[config.mk]
export PLATFORM = sky130hd
export DESIGN_NAME = input_conditioner_array
export DESIGN_NICKNAME = d
export VERILOG_FILES = /design/src/rtl/controller_pkg.sv /design/src/rtl/input_filter_channel.sv /design/src/rtl/input_conditioner_array.sv
export SDC_FILE = /design/constraint.sdc
export NUM_CORES = 1
export LEC_CHECK = 0
export ABC_AREA = 1
export CORE_ASPECT_RATIO = 0.6
export CORE_MARGIN = 2
export CORE_UTILIZATION = 50
export DETAILED_ROUTE_END_ITERATION = 16
export GPL_TIMING_DRIVEN = 0
export PLACE_DENSITY = 0.78
export SKIP_LAST_GASP = 1
export SYNTH_ARGS = -nofsm -noshare
export SYNTH_HDL_FRONTEND = slang
export SYNTH_SLANG_ARGS = --single-unit
export TNS_END_PERCENT = 1
[constraint.sdc]
create_clock -name clock -period 2.29 [get_ports clock]
set_input_delay 0.458 -clock clock [delete_from_list [all_inputs] [get_ports clock]]
set_output_delay 0.458 -clock clock [all_outputs]
set_load 0.005 [all_outputs]
[src/rtl/controller_pkg.sv]
// Shared constants and types for the pad input conditioner:
// default sizing, channel indices and the per-edge filter decision encoding.
package controller_pkg;

   localparam int unsigned DEFAULT_SYNC_STAGES = 2;
   localparam int unsigned DEFAULT_CNT_WIDTH   = 4;

   localparam int unsigned CH_RESET_N         = 0;
   localparam int unsigned CH_LATCH_DATA      = 1;
   localparam int unsigned CH_CONTROL_TRIGGER = 2;

   // What the filter does with the current sample at a clock edge.
   typedef enum logic [2:0] {
      ACT_FREEZE = 3'd0,
      ACT_MATCH  = 3'd1,
      ACT_FAST   = 3'd2,
      ACT_COMMIT = 3'd3,
      ACT_COUNT  = 3'd4
   } filter_action_e;

endpackage

[src/rtl/input_filter_channel.sv]
// One conditioned channel: synchroniser chain, glitch filter counter,
// filtered level register and registered rise/fall pulses.
module input_filter_channel
   import controller_pkg::*;
#(
   parameter int unsigned SYNC_STAGES  = DEFAULT_SYNC_STAGES,
   parameter int unsigned CNT_WIDTH    = DEFAULT_CNT_WIDTH,
   parameter logic        IDLE_LEVEL   = 1'b0,
   parameter logic        FAST_RELEASE = 1'b0
) (
   input  logic                 clock,
   input  logic                 reset_n,
   input  logic                 raw,
   input  logic                 enable,
   input  logic [CNT_WIDTH-1:0] filter_len,
   output logic                 level,
   output logic                 rise_pulse,
   output logic                 fall_pulse
);

   // The level/counter registers form the last synchroniser stage, so the
   // explicit chain is one flop shorter than SYNC_STAGES.
   localparam int unsigned CHAIN = SYNC_STAGES - 1;

   logic [CHAIN-1:0]     sync_r;
   logic                 synced_s;
   logic                 level_r;
   logic                 rise_r;
   logic                 fall_r;
   logic [CNT_WIDTH-1:0] count_r;
   logic [CNT_WIDTH:0]   count_inc_s;
   logic [CNT_WIDTH:0]   len_eff_s;
   filter_action_e       action_s;
   logic                 level_nxt_s;
   logic [CNT_WIDTH-1:0] count_nxt_s;
   logic                 rise_nxt_s;
   logic                 fall_nxt_s;

   function automatic logic [CNT_WIDTH:0] eff_len(input logic [CNT_WIDTH-1:0] len);
      logic [CNT_WIDTH:0] r;
      if (len == {CNT_WIDTH{1'b0}}) begin
         r = {{CNT_WIDTH{1'b0}}, 1'b1};
      end else begin
         r = {1'b0, len};
      end
      return r;
   endfunction

   // Synchroniser chain, shifts regardless of enable
   always_ff @(posedge clock or negedge reset_n) begin
      if (!reset_n) begin
         sync_r <= {CHAIN{IDLE_LEVEL}};
      end else begin
         sync_r[0] <= raw;
         for (int i = 1; i < int'(CHAIN); i++) begin
            sync_r[i] <= sync_r[i-1];
         end
      end
   end

   assign synced_s    = sync_r[CHAIN-1];
   assign count_inc_s = {1'b0, count_r} + {{CNT_WIDTH{1'b0}}, 1'b1};
   assign len_eff_s   = eff_len(filter_len);

   // Classify this edge; >= lets a lowered filter_len act immediately
   always_comb begin
      action_s = ACT_FREEZE;
      if (!enable) begin
         action_s = ACT_FREEZE;
      end else if (synced_s == level_r) begin
         action_s = ACT_MATCH;
      end else if (FAST_RELEASE && (synced_s == IDLE_LEVEL)) begin
         action_s = ACT_FAST;
      end else if (count_inc_s >= len_eff_s) begin
         action_s = ACT_COMMIT;
      end else begin
         action_s = ACT_COUNT;
      end
   end

   // Next level/counter; ACT_COUNT only occurs below len_eff, so no wrap
   always_comb begin
      level_nxt_s = level_r;
      count_nxt_s = {CNT_WIDTH{1'b0}};
      case (action_s)
         ACT_FREEZE: begin
            level_nxt_s = level_r;
            count_nxt_s = {CNT_WIDTH{1'b0}};
         end
         ACT_MATCH: begin
            level_nxt_s = level_r;
            count_nxt_s = {CNT_WIDTH{1'b0}};
         end
         ACT_FAST, ACT_COMMIT: begin
            level_nxt_s = synced_s;
            count_nxt_s = {CNT_WIDTH{1'b0}};
         end
         ACT_COUNT: begin
            level_nxt_s = level_r;
            count_nxt_s = count_inc_s[CNT_WIDTH-1:0];
         end
         default: begin
            level_nxt_s = level_r;
            count_nxt_s = {CNT_WIDTH{1'b0}};
         end
      endcase
   end

   // Pulses track the change committed at this same edge
   always_comb begin
      rise_nxt_s = 1'b0;
      fall_nxt_s = 1'b0;
      if (level_nxt_s != level_r) begin
         rise_nxt_s = level_nxt_s;
         fall_nxt_s = ~level_nxt_s;
      end else begin
         rise_nxt_s = 1'b0;
         fall_nxt_s = 1'b0;
      end
   end

   // Filter state and pulse registers
   always_ff @(posedge clock or negedge reset_n) begin
      if (!reset_n) begin
         level_r <= IDLE_LEVEL;
         count_r <= {CNT_WIDTH{1'b0}};
         rise_r  <= 1'b0;
         fall_r  <= 1'b0;
      end else begin
         level_r <= level_nxt_s;
         count_r <= count_nxt_s;
         rise_r  <= rise_nxt_s;
         fall_r  <= fall_nxt_s;
      end
   end

   assign level      = level_r;
   assign rise_pulse = rise_r;
   assign fall_pulse = fall_r;

endmodule

[src/rtl/input_conditioner_array.sv]
// N-channel pad input conditioner: LA override mux in front of independent
// synchronise / glitch-filter / edge-pulse channels.
module input_conditioner_array
   import controller_pkg::*;
#(
   parameter int unsigned           NUM_INPUTS   = 3,
   parameter int unsigned           SYNC_STAGES  = DEFAULT_SYNC_STAGES,
   parameter int unsigned           CNT_WIDTH    = DEFAULT_CNT_WIDTH,
   parameter logic [NUM_INPUTS-1:0] IDLE_LEVEL   = 3'b001,
   parameter logic [NUM_INPUTS-1:0] FAST_RELEASE = 3'b111
) (
   input  logic                  clock,
   input  logic                  reset_n,
   input  logic [NUM_INPUTS-1:0] io_in,
   input  logic [NUM_INPUTS-1:0] la_data_in,
   input  logic [NUM_INPUTS-1:0] la_oenb,
   input  logic [NUM_INPUTS-1:0] chan_enable,
   input  logic [CNT_WIDTH-1:0]  filter_len,
   output logic [NUM_INPUTS-1:0] level_out,
   output logic [NUM_INPUTS-1:0] rise_pulse,
   output logic [NUM_INPUTS-1:0] fall_pulse
);

   logic [NUM_INPUTS-1:0] raw_s;

   if ((SYNC_STAGES < 2) || (SYNC_STAGES > 4)) begin : g_bad_sync
      $error("input_conditioner_array: SYNC_STAGES must be 2..4");
   end

   // Override mux; a source switch is just another input change downstream
   always_comb begin
      raw_s = {NUM_INPUTS{1'b0}};
      for (int i = 0; i < int'(NUM_INPUTS); i++) begin
         if (la_oenb[i]) begin
            raw_s[i] = io_in[i];
         end else begin
            raw_s[i] = la_data_in[i];
         end
      end
   end

   for (genvar g = 0; g < int'(NUM_INPUTS); g++) begin : g_chan
      input_filter_channel #(
         .SYNC_STAGES  (SYNC_STAGES),
         .CNT_WIDTH    (CNT_WIDTH),
         .IDLE_LEVEL   (IDLE_LEVEL[g]),
         .FAST_RELEASE (FAST_RELEASE[g])
      ) u_chan (
         .clock      (clock),
         .reset_n    (reset_n),
         .raw        (raw_s[g]),
         .enable     (chan_enable[g]),
         .filter_len (filter_len),
         .level      (level_out[g]),
         .rise_pulse (rise_pulse[g]),
         .fall_pulse (fall_pulse[g])
      );
   end

endmodule

==> impl_metrics.yaml, run 1 <==
run_status:
  status: "completed"
timing:
  setup_tns_ns: 0
  rsz0062_at_grt: "false"
  worst_pin_slew_ns: 1.05
  setup_viol: 0
  min_period_ns: 2.10
  hold_ws_ns: 0.483
  slew_violations: 0
  finalHoldViolations: 0
  max_freq_mhz: 477
  period_share: 0.916
  worst_slack_ns: 0.193
  maxSlewHeadroom: 0.301
  finalClockSkew_ns: 0.00200
worst_setup_path:
  crit_path_end_kind: "flip-flop"
  crit_chain: "clkdlybuf4s50_1 -> inv_1 -> a31o_2 -> ha_1 -> inv_1 -> a21boi_0 -> or2_2 -> nand3_2 -> nand4_2 -> nor2_1"
  cp_common_cell: "inv_1"
  crit_arrival_ns: 2.29
  startpoint_type: "primary input"
  required_ns: 2.49
  rr_worst_depth: 7
  critPathKind: "primary input to flip-flop"
  slowest_delay_ns: 0.45
  slowest_stage: "clkdlybuf4s50_1"
  crit_fanout: 4
pwr:
  p_per_area_nw_per_um2: 542
  p_switching_mw: 0.234
  p_leak_nw: 0.945
  power_mw: 0.938
  peakVddDrop_mv: 0.356
  power_frac_clock: 0.303
  p_comb_frac: 0.197
  power_frac_seq: 0.499
  internal-power_mw: 0.704
  swShare: 0.249
cts:
  cts_tree: "built"
  cts.sinks: 24
  cts_buffers: 3
  htreeDepth: 1
  clock_latency_ns: 0.26
  cts_buffer_depth: 2
  clk_pin_slew_ns: 0.08
  cts_setup_buffers: 0
  root_buffer: "clkbuf_8"
layout:
  drive_above_1_share: 0.168
  finalNetCount: 220
  layout_commonest_cell: "nand2_1"
  n_antenna_cell: 0
  final_cell_mix: "35 x nand2_1, 30 x inv_1, 24 x clkdlybuf4s50_1"
  area_growth_pct: 26.5
  fillerInstances: 199
synthesis:
  synth-seq-cells: 24
  syn-instance-count: 161
  ys_seq_area_frac: 0.441
  synth_fp_nets: 189
  avgSynthCellArea_um2: 8.49
  syn-cell-area_um2: 1370
  synthDistinctLibCells: 26
  yosys_warnings: 0
drt:
  drt_pass1_iterations: 4
  remaining_drc_errors: 0
  wl_per_cell_um: 12.3
  vias: 1063
  drtIter0Drc: 31
  ant_nets: 0
  routed_wl_um: 2730
  vias_per_cell: 4.77
run:
  cap_violations: 0
die:
  die_h_um: 44.5
  core_um2: 2560
  start_util: 0.535
  die_area_um2: 3180
  die_width_um: 71.5
  boundaryPins: 27
  rows: 14
placement:
  place_ws_ns: -0.282
  gp_congestion: 0.824
  portBuffers: 26
  hpwl_um: 2140
worst_hold_path:
  hp-class: "flip-flop to flip-flop"
  hold-path-cell-count: 1
global_routing:
  grt_max_degree: 25
  grt_overflow_total: 0
  track_usage: 0.198
  grt_antenna_before_repair: 0
  grt_pass1_wl_um: 4680
  grt_pass1_vias: 1058
critical path, delay by kind of cell:
family / cells / cell delay [ns]
buf+inv: 3 / 0.59
simple gates: 4 / 0.65
fa+ha+maj: 1 / 0.28
compound gates: 2 / 0.32
final cells by class:
| type | count | area [µm²] | area share |
|---|---|---|---|
| inverter | 31 | 116 | 0.0672 |
| tap | 32 | 40.0 | 0.0231 |
| clock buffer | 4 | 55.1 | 0.0318 |
| buffer | 9 | 67.6 | 0.0390 |
| sequential | 24 | 603 | 0.349 |
| multi-input combinational | 97 | 583 | 0.337 |
| timing repair buffer | 26 | 265 | 0.153 |
routing by layer:
layer  GRT usage  up-vias  share of wire
met1       0.255      497           0.47
li1            -      552              -
met3      0.0569        2          0.035
met4      0.0528        0         0.0066
met5           0        -              0
met2       0.333       12           0.49
path summary, 6_finish.rpt:
| check | start | end | slack (ns) |
|---|---|---|---|
| max in group asynchronous | reset_n | g_chan[0].u_chan.rise_pulse | 0.90 |
| min in group asynchronous | reset_n | g_chan[0].u_chan.count_r[1] | 0.76 |
| hold / removal | g_chan[2].u_chan.sync_r | g_chan[2].u_chan.fall_pulse | 0.48 |
| setup / recovery | filter_len[1] | g_chan[1].u_chan.count_r[1] | 0.19 |
| hold reg to reg | g_chan[2].u_chan.sync_r | g_chan[2].u_chan.fall_pulse | 0.48 |
| setup reg to reg | g_chan[1].u_chan.count_r[0] | g_chan[1].u_chan.count_r[1] | 0.38 |
stage by stage:
step / utilization / area (µm²) / instances
global placement: 0.652 / 1670 / 219
global route: 0.677 / 1730 / 223
finish: 0.677 / 1730 / 223
CTS: 0.674 / 1720 / 223
detailed placement: 0.652 / 1670 / 219
floorplan: - / 1370 / 161
sequential cells by signal, indices dropped and copies added (netlist names):
register                  flops
g_chan.u_chan.fall_pulse      3
g_chan.u_chan.sync_r          3
g_chan.u_chan.rise_pulse      3
g_chan.u_chan.level           3
g_chan.u_chan.count_r        12
cell families (layout without fill, tap and decap cells):
| family | Yosys count | after routing | synth area share |
|---|---|---|---|
| DFF | 24 | 24 | 0.441 |
| buffers and inverters | 40 | 70 | 0.134 |
| adders and majority gates | 10 | 10 | 0.0915 |
| xor gates and xnor gates | 2 | 2 | 0.0128 |
| AOI/OAI and AO/OA | 8 | 8 | 0.0412 |
| muxes | 3 | 3 | 0.0247 |
| and+or+nand+nor | 74 | 74 | 0.254 |
Yosys cell counts (all sizes together):
cell type / count / area share
a21oi: 1 / 0.0064
dfstp: 2 / 0.038
buf: 9 / 0.049
nand4: 4 / 0.027
nand3: 10 / 0.049
nor3: 2 / 0.0073
nand2: 37 / 0.11
nor2: 19 / 0.056
ha: 10 / 0.091
and3: 1 / 0.0046
mux2: 3 / 0.025
a31o: 1 / 0.0064
a21o: 1 / 0.0055
or2: 1 / 0.0046
inv: 31 / 0.085
a21boi: 1 / 0.0055
o21ai: 4 / 0.017
dfrtp: 22 / 0.40
xor2: 2 / 0.013
what timing repair did:
action / in CTS / in global routing
hold buffers: 0 / 0
setup endpoints to repair: 0 / 17
hold endpoints to repair: 0 / 0
resized for setup: 0 / 3
power by group through the flow:
| stage | Combinational, mW | Sequential, mW | Clock, mW |
|---|---|---|---|
| floorplan | 0.104 | 0.471 | 0 |
| global placement | 0.175 | 0.474 | 0 |
| detailed placement | 0.185 | 0.476 | 0 |
| CTS | 0.187 | 0.468 | 0.289 |
| global route | 0.212 | 0.472 | 0.305 |
| finish | 0.185 | 0.468 | 0.284 |
Note: power is estimated with default switching activity, not from simulation.
==> inputs of run 2 (changes only) <==
Clock period 2.29 ns to 2.4 ns, I/O delays scaled along.
==> impl_metrics.yaml, run 2 (same netlist as run 1, synthesis figures left out) <==
run_status:
  status: "completed"
worst_setup_path:
  crit_path_end_kind: "flip-flop"
  rrSetupSlack_ns: 0.49
  required_ns: 2.59
  crit_arrival_ns: 2.47
  startpoint_type: "primary input"
  crit_fanout: 4
  critPathKind: "primary input to flip-flop"
cts:
  cts.sinks: 24
  clock_latency_ns: 0.26
  htreeDepth: 1
  clk_pin_slew_ns: 0.08
  cts_setup_buffers: 0
  cts_buffer_depth: 2
  cts_resized: 0
  cts_buffers: 3
  cts_tree: "built"
  root_buffer: "clkbuf_8"
  hold_buffers: 0
worst_hold_path:
  hp-class: "flip-flop to flip-flop"
layout:
  n_antenna_cell: 0
  largest_reg_flops: 12
  finalNetCount: 220
  final_cell_mix: "35 x nand2_1, 30 x inv_1, 25 x clkdlybuf4s50_1"
  drive_above_1_share: 0.168
  design_area_um2: 1730
  final_cells: 223
  layout_commonest_cell: "nand2_1"
  top_register: "g_chan.u_chan.count_r"
  area_growth_pct: 26.3
die:
  die_width_um: 71.5
  die_h_um: 44.5
  die_area_um2: 3180
  rows: 14
  boundaryPins: 27
  core_um2: 2560
  start_util: 0.535
timing:
  finalClockSkew_ns: 0.000934
  period_share: 0.950
  max_freq_mhz: 439
  setup_viol: 0
  rsz0062_at_grt: "true"
  slew_violations: 0
  min_period_ns: 2.28
  worst_slack_ns: 0.120
  maxSlewHeadroom: 0.319
  finalHoldViolations: 0
  worst_pin_slew_ns: 1.02
  setup_tns_ns: 0
pwr:
  p_per_area_nw_per_um2: 517
  power_mw: 0.893
  peakVddDrop_mv: 0.339
  p_leak_nw: 0.936
placement:
  place_ws_ns: -0.194
  gp_congestion: 0.824
  portBuffers: 26
  placed_cells: 219
  hpwl_um: 2140
  placedInstanceArea_um2: 1670
drt:
  vias: 1069
  remaining_drc_errors: 0
  routed_wl_um: 2700
  ant_nets: 0
  wl_per_cell_um: 12.1
  drt_pass1_iterations: 4
  vias_per_cell: 4.79
  drtIter0Drc: 39
global_routing:
  grt_overflow_total: 0
  grt_max_degree: 25
  grt_pass1_wl_um: 4680
  grt_pass1_vias: 1058
  grt_antenna_before_repair: 0
  track_usage: 0.198
run:
  cap_violations: 0
-- run 2: cell count changes in the layout (fill, tap and decap cells not counted), sizes merged --
| cell | previous run | this run |
|---|---|---|
| clkdlybuf4s50 | 24 | 25 |
| dlymetal6s2s | 2 | 1 |
-- run 2: stage by stage --
stage	hold slack (ns)	util
after floorplan	0.184	-
after global placement	0.441	0.652
after detailed placement	0.463	0.652
after CTS	0.474	0.674
after global routing	0.495	0.676
final	0.482	0.676
-- run 2: path summary, 6_finish.rpt --
check | from | end | depth (start not counted)
min in group asynchronous | reset_n | g_chan[0].u_chan.count_r[1] | 1
min | g_chan[1].u_chan.sync_r | g_chan[1].u_chan.fall_pulse | 1
max in group asynchronous | reset_n | g_chan[2].u_chan.count_r[3] | 1
min reg2reg | g_chan[1].u_chan.sync_r | g_chan[1].u_chan.fall_pulse | 1
max reg2reg | g_chan[1].u_chan.count_r[0] | g_chan[1].u_chan.count_r[1] | 7
max | filter_len[2] | g_chan[1].u_chan.count_r[1] | 10
-- run 2: layout make-up --
| class | count | area, µm² |
|---|---|---|
| Sequential cell | 24 | 603 |
| Inverter | 31 | 116 |
| Clock buffer | 4 | 55.1 |
| Multi-Input combinational cell | 97 | 583 |
| Fill cell | 199 | 830 |
| Timing Repair Buffer | 26 | 263 |
| Buffer | 9 | 67.6 |
| Tap cell | 32 | 40.0 |
-- run 2: worst max-delay path, stage by stage --
cell and delay [ns]:
clkdlybuf4s50_1 0.56, inv_1 0.10, a31o_2 0.29, ha_1 0.28, inv_1 0.05, a21boi_0 0.07, or2_2 0.29, nand3_2 0.09
nand4_2 0.13, nor2_1 0.14
-- run 2: metal layers --
layer / global-route usage / up-vias / share of wire / wire [µm]
met2: 0.333 / 19 / 0.49 / 1330
met3: 0.0569 / 2 / 0.039 / 105
met1: 0.255 / 496 / 0.46 / 1240
met5: 0 / - / 0 / 0
met4: 0.0528 / 0 / 0.0067 / 18
li1: - / 552 / - / -
-- run 2: where the power goes --
| part | leakage (nW) | switching (mW) | total, mW | internal (mW) |
|---|---|---|---|---|
| registers | 0.320 | 0.0184 | 0.447 | 0.428 |
| clock network | 0.0288 | 0.123 | 0.270 | 0.146 |
| logic | 0.587 | 0.0789 | 0.176 | 0.0975 |
==> inputs of run 3 (changes only) <==
Settings changed: CORE_ASPECT_RATIO 0.6 to 1.5.
==> impl_metrics.yaml, run 3 (same netlist as run 1, synthesis figures left out) <==
run_status:
  status: "completed"
global_routing:
  track_usage: 0.188
  grt_pass1_wl_um: 4350
  grt_use_met3: 0.0211
  grt_antenna_before_repair: 0
  grt_use_met1: 0.186
  grt_overflow_total: 0
  grt_max_degree: 25
  grt_pass1_vias: 1110
  busiest_layer: "met2"
  met2_usage: 0.373
pwr:
  peakVddDrop_mv: 0.373
  p_per_area_nw_per_um2: 514
  power_mw: 0.890
  swShare: 0.246
  internal-power_mw: 0.671
  power_frac_clock: 0.302
  p_switching_mw: 0.219
  power_frac_seq: 0.502
  p_leak_nw: 0.936
  p_comb_frac: 0.196
worst_setup_path:
  crit_arrival_ns: 2.41
  crit_fanout: 4
  critPathKind: "primary input to flip-flop"
  required_ns: 2.55
  crit_path_end_kind: "flip-flop"
  startpoint_type: "primary input"
drt:
  drtIter0Drc: 43
  drt_pass1_iterations: 4
  wl_per_cell_um: 11.3
  vias_per_cell: 4.74
  remaining_drc_errors: 0
  routed_wl_um: 2580
  vias: 1080
  ant_nets: 0
layout:
  drive_above_1_share: 0.162
  layout_commonest_cell: "nand2_1"
  final_cells: 228
  final_core_utilization: 0.654
  finalNetCount: 220
  area_growth_pct: 26.6
  n_antenna_cell: 0
  final_cell_mix: "35 x nand2_1, 30 x inv_1, 25 x clkdlybuf4s50_1"
  design_area_um2: 1730
  largest_reg_flops: 12
  top_register: "g_chan.u_chan.count_r"
  fillerInstances: 229
timing:
  setup_viol: 0
  finalClockSkew_ns: 0.00311
  min_period_ns: 2.26
  finalHoldViolations: 0
  max_freq_mhz: 443
  rsz0062_at_grt: "false"
  slew_violations: 0
  maxSlewHeadroom: 0.289
  period_share: 0.940
  worst_pin_slew_ns: 1.06
die:
  start_util: 0.517
  boundaryPins: 27
  die_h_um: 68.1
  die_width_um: 46.7
  rows: 23
  die_area_um2: 3180
  core_um2: 2650
placement:
  placed_cells: 224
  gp_congestion: 0.778
  portBuffers: 26
  placedInstanceArea_um2: 1670
  hpwl_um: 2110
worst_hold_path:
  hp-class: "flip-flop to flip-flop"
cts:
  htreeDepth: 1
  root_buffer: "clkbuf_8"
  clk_pin_slew_ns: 0.08
  cts.sinks: 24
  cts_setup_buffers: 0
  cts_tree: "built"
  clock_latency_ns: 0.26
  cts_buffer_depth: 2
  cts_buffers: 3
run:
  cap_violations: 0
## run 3: cell counts in the layout (fill, tap and decap cells not counted)
No cell type changed its count.
## run 3: power groups by stage
stage          registers (mW)  logic, mW  clock network [mW]
2_1_floorplan           0.449     0.0992                   0
3_3_place_gp            0.452      0.168                   0
3_5_place_dp            0.455      0.177                   0
4_1_cts                 0.447      0.179               0.280
5_1_grt                 0.450      0.202               0.288
6_report                0.446      0.175               0.269
## run 3: worst paths after layout
path	from	endpoint	slack (ns)	cells past startpoint
setup / recovery	filter_len[2]	g_chan[2].u_chan.level	0.14	11
hold / removal	g_chan[1].u_chan.sync_r	g_chan[1].u_chan.fall_pulse	0.48	1
setup reg to reg	g_chan[1].u_chan.count_r[0]	g_chan[1].u_chan.level	0.54	8
hold reg to reg	g_chan[1].u_chan.sync_r	g_chan[1].u_chan.fall_pulse	0.48	1
max in group asynchronous	reset_n	g_chan[0].u_chan.count_r[3]	0.97	1
min in group asynchronous	reset_n	g_chan[1].u_chan.count_r[3]	0.79	1
## run 3: metrics by stage
| step | setup slack [ns] | TNS (ns) | hold WS (ns) |
|---|---|---|---|
| 6_report | 0.145 | 0 | 0.479 |
| 5_1_grt | 0.00108 | 0 | 0.508 |
| 4_1_cts | 0.0901 | 0 | 0.477 |
| 3_5_place_dp | -0.175 | -1.87 | 0.463 |
| 3_3_place_gp | -0.0959 | -0.677 | 0.434 |
| 2_1_floorplan | 0.612 | 0 | 0.184 |
## run 3: area by class of cell
type                            instances  area [µm²]  area share
Sequential cell                        24         603       0.348
Multi-Input combinational cell         97         581       0.335
Timing Repair Buffer                   26         263       0.152
Inverter                               31         116      0.0672
Buffer                                  9        67.6      0.0390
Clock buffer                            4        55.1      0.0318
Tap cell                               37        46.3      0.0267
## run 3: worst max-delay path, cell delays in order
cell and delay (ns):
clkdlybuf4s50_1 0.54, inv_1 0.10, a31o_2 0.28, ha_1 0.26, o21ai_0 0.18, nand2_1 0.08
a21o_1 0.16, nand2_1 0.11, nand2_1 0.07, nand2_1 0.09, nand2_1 0.06
## run 3: what timing repair did
action	4_1_cts	5_1_grt
gates resized for setup	0	1
hold buffers	0	0
setup endpoints to repair	0	7
## run 3: layer usage
metal  vias to the layer above  part of all wire
li1                        547                 -
met1                       505              0.33
met2                        22              0.62
met3                         6             0.036
met4                         0             0.015
met5                         -                 0
